`config.mk`:
```
export PLATFORM = sky130hd
export DESIGN_NAME = shift_right_seq
export DESIGN_NICKNAME = d
export VERILOG_FILES = /design/src/rtl/shift_pkg.sv /design/src/rtl/shift_right_step.sv /design/src/rtl/shift_right_seq.sv
export SDC_FILE = /design/constraint.sdc
export NUM_CORES = 1
export LEC_CHECK = 0
export BUFFER_PORTS_ARGS = -buffer_cell sky130_fd_sc_hd__clkbuf_2
export CAP_MARGIN = 30
export CORE_MARGIN = 2
export CORE_UTILIZATION = 38
export DETAILED_ROUTE_END_ITERATION = 6
export GPL_TIMING_DRIVEN = 0
export RECOVER_POWER = 100
export SETUP_SLACK_MARGIN = 0.02
export SLEW_MARGIN = 10
export SYNTH_ARGS = -nofsm -noshare
export SYNTH_HDL_FRONTEND = slang
export SYNTH_SLANG_ARGS = --single-unit
```
`constraint.sdc`:
```
create_clock -name clk -period 1.5 [get_ports clk]
set_input_delay 0.15 -clock clk [delete_from_list [all_inputs] [get_ports clk]]
set_output_delay 0.15 -clock clk [all_outputs]
set_load 0.1 [all_outputs]
```
`src/rtl/shift_pkg.sv`:
```
// rtl/shift_pkg.sv - shared shifter constants and FSM state encoding
package shift_pkg;

    localparam int DEFAULT_WIDTH = 4;

    typedef enum logic [1:0] {
        S_IDLE  = 2'd0,
        S_SHIFT = 2'd1,
        S_DONE  = 2'd2
    } state_t;

endpackage

```
`src/rtl/shift_right_step.sv`:
```
// rtl/shift_right_step.sv - one-position right shift with explicit fill bit
module shift_right_step
    import shift_pkg::*;
#(
    parameter int WIDTH = DEFAULT_WIDTH
) (
    input  logic [WIDTH-1:0] din,
    input  logic             fill,
    output logic [WIDTH-1:0] dout
);

    assign dout = {fill, din[WIDTH-1:1]};

endmodule

```
`src/rtl/shift_right_seq.sv`:
```
// rtl/shift_right_seq.sv - sequential right shifter, one position per clock
module shift_right_seq
    import shift_pkg::*;
#(
    parameter int WIDTH = DEFAULT_WIDTH,
    parameter int CNT_W = 3
) (
    input  logic             clk,
    input  logic             reset,
    input  logic             start,
    input  logic [WIDTH-1:0] load_data,
    input  logic [CNT_W-1:0] amount,
    input  logic             arith,
    output logic [WIDTH-1:0] result,
    output logic             serial_out,
    output logic             busy,
    output logic             done
);

    localparam logic [CNT_W-1:0] MAX_CNT = CNT_W'(WIDTH);
    localparam logic [CNT_W-1:0] ONE_CNT = CNT_W'(1);

    state_t           state;
    logic [WIDTH-1:0] shreg;
    logic [WIDTH-1:0] shreg_next;
    logic [CNT_W-1:0] cnt;
    logic [CNT_W-1:0] amt_clamped;
    logic             fill;

    assign amt_clamped = (amount > MAX_CNT) ? MAX_CNT : amount;

    shift_right_step #(.WIDTH(WIDTH)) u_step (
        .din  (shreg),
        .fill (fill),
        .dout (shreg_next)
    );

    always_ff @(posedge clk) begin
        if (reset) begin
            state      <= S_IDLE;
            shreg      <= '0;
            cnt        <= '0;
            fill       <= 1'b0;
            result     <= '0;
            serial_out <= 1'b0;
            busy       <= 1'b0;
            done       <= 1'b0;
        end else begin
            case (state)
                S_IDLE: begin
                    done <= 1'b0;
                    if (start) begin
                        shreg <= load_data;
                        cnt   <= amt_clamped;
                        fill  <= arith & load_data[WIDTH-1];
                        busy  <= 1'b1;
                        // A zero-length request completes without touching serial_out.
                        if (amt_clamped == '0) begin
                            state  <= S_DONE;
                            result <= load_data;
                            done   <= 1'b1;
                        end else begin
                            state <= S_SHIFT;
                        end
                    end
                end
                S_SHIFT: begin
                    shreg      <= shreg_next;
                    serial_out <= shreg[0];
                    cnt        <= cnt - ONE_CNT;
                    if (cnt == ONE_CNT) begin
                        state  <= S_DONE;
                        result <= shreg_next;
                        done   <= 1'b1;
                    end
                end
                S_DONE: begin
                    state <= S_IDLE;
                    done  <= 1'b0;
                    busy  <= 1'b0;
                end
                default: begin
                    state <= S_IDLE;
                    done  <= 1'b0;
                    busy  <= 1'b0;
                end
            endcase
        end
    end

endmodule

```
==> flow_summary.yaml <==
run_status:
  status: "complete, no violations"
sta:
  fmax_mhz: 728
  tightest_slew_ps: 547
  period_needed_ps: 1370
  setup_tns_ps: 0
  setup_violations: 0
  hold_ws_ps: 112
  period_share_pct: 91.6
  slew_headroom_pct: 63.7
  hold_viol_final: 0
  fin_worst_skew_ps: 4.37
  rsz0062_at_grt: "false"
  slew_viol_final: 0
synthesis:
  synth_seq_cells: 17
  synth_warnings: 0
  syn_area_um2: 817
  ys_seq_area_share_pct: 41.7
  syn_inst: 86
  synthDistinctLibCells: 29
  synth.avg_cell_area_um2: 9.50
  synth_nets: 99
power:
  power.ir.vdd_worst_mv: 0.625
  leakage_nw: 0.465
  p_total_mw: 1.02
  cellPowerDensity_nw_per_um2: 1050
floorplanning:
  coreArea_um2: 2000
  die-area_um2: 2540
  dieWidth_um: 50.4
  rows: 16
  start_util_pct: 40.8
  io_pins: 18
  dieHeight_um: 50.4
placement:
  portBuffers: 16
  routabilityCongestion: 0.715
  hpwlAfterDp_mm: 1.13
grt:
  grt_overflow: 0
  antenna_found_initial: 0
  grt_pass1_vias: 602
  grt_max_degree: 11
  grt_first_pass_wirelength_mm: 2.68
  grt.total_usage_pct: 13.7
worst_setup_path:
  setup.worst_path.end_class: "register"
  critPathLaunch: "cnt[1]"
  max_stage_delay_ps: 340
  r2r_cells: 6
  worst-path-stages: 6
  cp.arrival_ps: 1550
  endpoint: "result[2]"
  reg2reg_to: "result[2]"
  crit_type: "register to register"
  rr_startpoint: "cnt[1]"
  reg2reg_slack_ps: 130
  crit_required_ps: 1670
  worst_path_max_delay_cell: "dfxtp_1"
  path_max_fanout: 8
  crit_buf_inv: 1
  crit_chain: "inv_1 -> ha_1 -> nor2b_4 -> a22oi_4 -> mux2i_1 -> nor2_1"
  path_delay_family: "flip-flops"
  critPathLaunchType: "register"
layout:
  area_growth_syn_to_layout_pct: 19.8
  diodes: 0
  final_net_count: 122
  drive_above_1_share_pct: 29.6
clock_network:
  cts-root-buf: "clkbuf_4"
  htree_levels: 1
  clock-sinks: 17
  cts_hold_buf: 0
  clockBufferDepth: 2
  clk_latency_ps: 290
  numCtsBuffers: 3
  cts_tree: "done"
  clkTransAtPathRegs_ps: 100
route:
  vias: 657
  vias_per_cell: 4.87
  dr.first_iter.drc_count: 13
  drcViolationCount: 0
  routed_wl_mm: 1.55
  ant_nets: 0
  firstDrtPassIters: 4
  wire_per_inst_um: 11.5
flow_run:
  cap_viol_max_count: 0
min_path:
  whs_path_depth: 3
  hold_class: "input pin to register"
==> metal layers <==
layer,vias to the layer above,GRT usage (%),wire (um)
met5,-,0,0
met4,0,5.41,15
met3,2,2.38,76
met2,15,21.7,697
met1,296,18.4,760
li1,344,-,-
==> power by group <==
part	total, mW	leakage, nW	switching [mW]	internal (mW)
Clock	0.241	0.0177	0.142	0.0991
Sequential	0.504	0.140	0.0179	0.486
Combinational	0.278	0.308	0.174	0.105
==> worst min-delay path by stage <==
stage                 start    to
2_1_floorplan  load_data[3]  fill
3_3_place_gp          arith  fill
3_5_place_dp          arith  fill
4_1_cts               arith  fill
5_1_grt               arith  fill
6_report              arith  fill
==> cell usage after synthesis <==
master / number / share of area, %
nor4bb_1: 2 / 2.5
nand2b_4: 1 / 1.7
nand3_1: 1 / 0.61
nor3b_2: 1 / 1.5
clkbuf_1: 1 / 0.46
nand2b_1: 3 / 2.3
a21oi_1: 7 / 4.3
buf_4: 1 / 0.92
dfxtp_1: 17 / 42
nor2b_1: 1 / 0.77
nor3_2: 1 / 1.2
nor2b_2: 1 / 1.1
nor2_2: 1 / 0.77
o22a_1: 2 / 2.1
nor3_1: 4 / 2.5
o21ai_0: 1 / 0.61
o31ai_1: 1 / 0.92
buf_6: 2 / 2.8
ha_1: 2 / 3.1
inv_1: 3 / 1.4
a31o_1: 3 / 3.2
nand3b_1: 1 / 0.92
a22oi_4: 1 / 2.6
mux2i_1: 6 / 7.4
buf_1: 1 / 0.46
nand2_1: 4 / 1.8
mux2_4: 1 / 1.8
a211oi_1: 3 / 2.8
nor2_1: 13 / 6.0
==> kinds of logic (layout without fill, tap and decap cells) <==
family	Yosys count	in the layout	share of synthesized area (%)
fa+ha+maj	2	2	3.06
simple gates	34	34	23.6
buf+inv	8	30	5.97
compound gates	18	18	16.5
mux	7	7	9.19
flops	17	17	41.7
==> worst reg2reg max path: stages (launching register included) <==
cell,delay (ps)
dfxtp_1,340
inv_1,60
ha_1,180
nor2b_4,140
a22oi_4,260
mux2i_1,230
nor2_1,50
==> layout make-up <==
cell class | instances | area, um2
Fill cell | 212 | 1020
Multi-Input combinational cell | 61 | 433
Sequential cell | 17 | 340
Timing Repair Buffer | 18 | 95.1
Buffer | 5 | 37.5
Tap cell | 27 | 33.8
Clock buffer | 3 | 22.5
Inverter | 3 | 11.3
Clock inverter | 1 | 5.00
==> through the flow <==
step	cells	area (um2)	utilization (%)	worst slack [ps]
global route	135	978	48.9	17.4
CTS	133	958	47.9	91.9
finish	135	978	48.9	127
detailed placement	129	931	46.5	112
floorplan	86	817	-	157
global placement	129	931	46.5	128
==> timing repair <==
| item | 4_1_cts | 5_1_grt |
|---|---|---|
| setup endpoints to repair | 0 | 4 |
| gates resized for setup | 0 | 3 |
| buffers inserted | 0 | 2 |
==> sequential cells by signal (all words and copies together), names as in the netlist <==
register,flops
result,4
fill,1
cnt,3
shreg,4
busy,1
state,2
serial_out,1
done,1
==> placed cells by master (no fill, tap or decap), types with 2 or more instances in the layout <==
cell type / instances
dfxtp_1: 17
clkbuf_2: 16
nor2_1: 13
a21oi_1: 7
mux2i_1: 6
nand2_1: 4
nor3_1: 4
inv_1: 3
buf_4: 3
a211oi_1: 3
nand2b_1: 3
a31o_1: 3
clkbuf_4: 3
buf_6: 2
nor4bb_1: 2
o22a_1: 2
ha_1: 2
No activity file was read; power rests on OpenSTA's default activity.
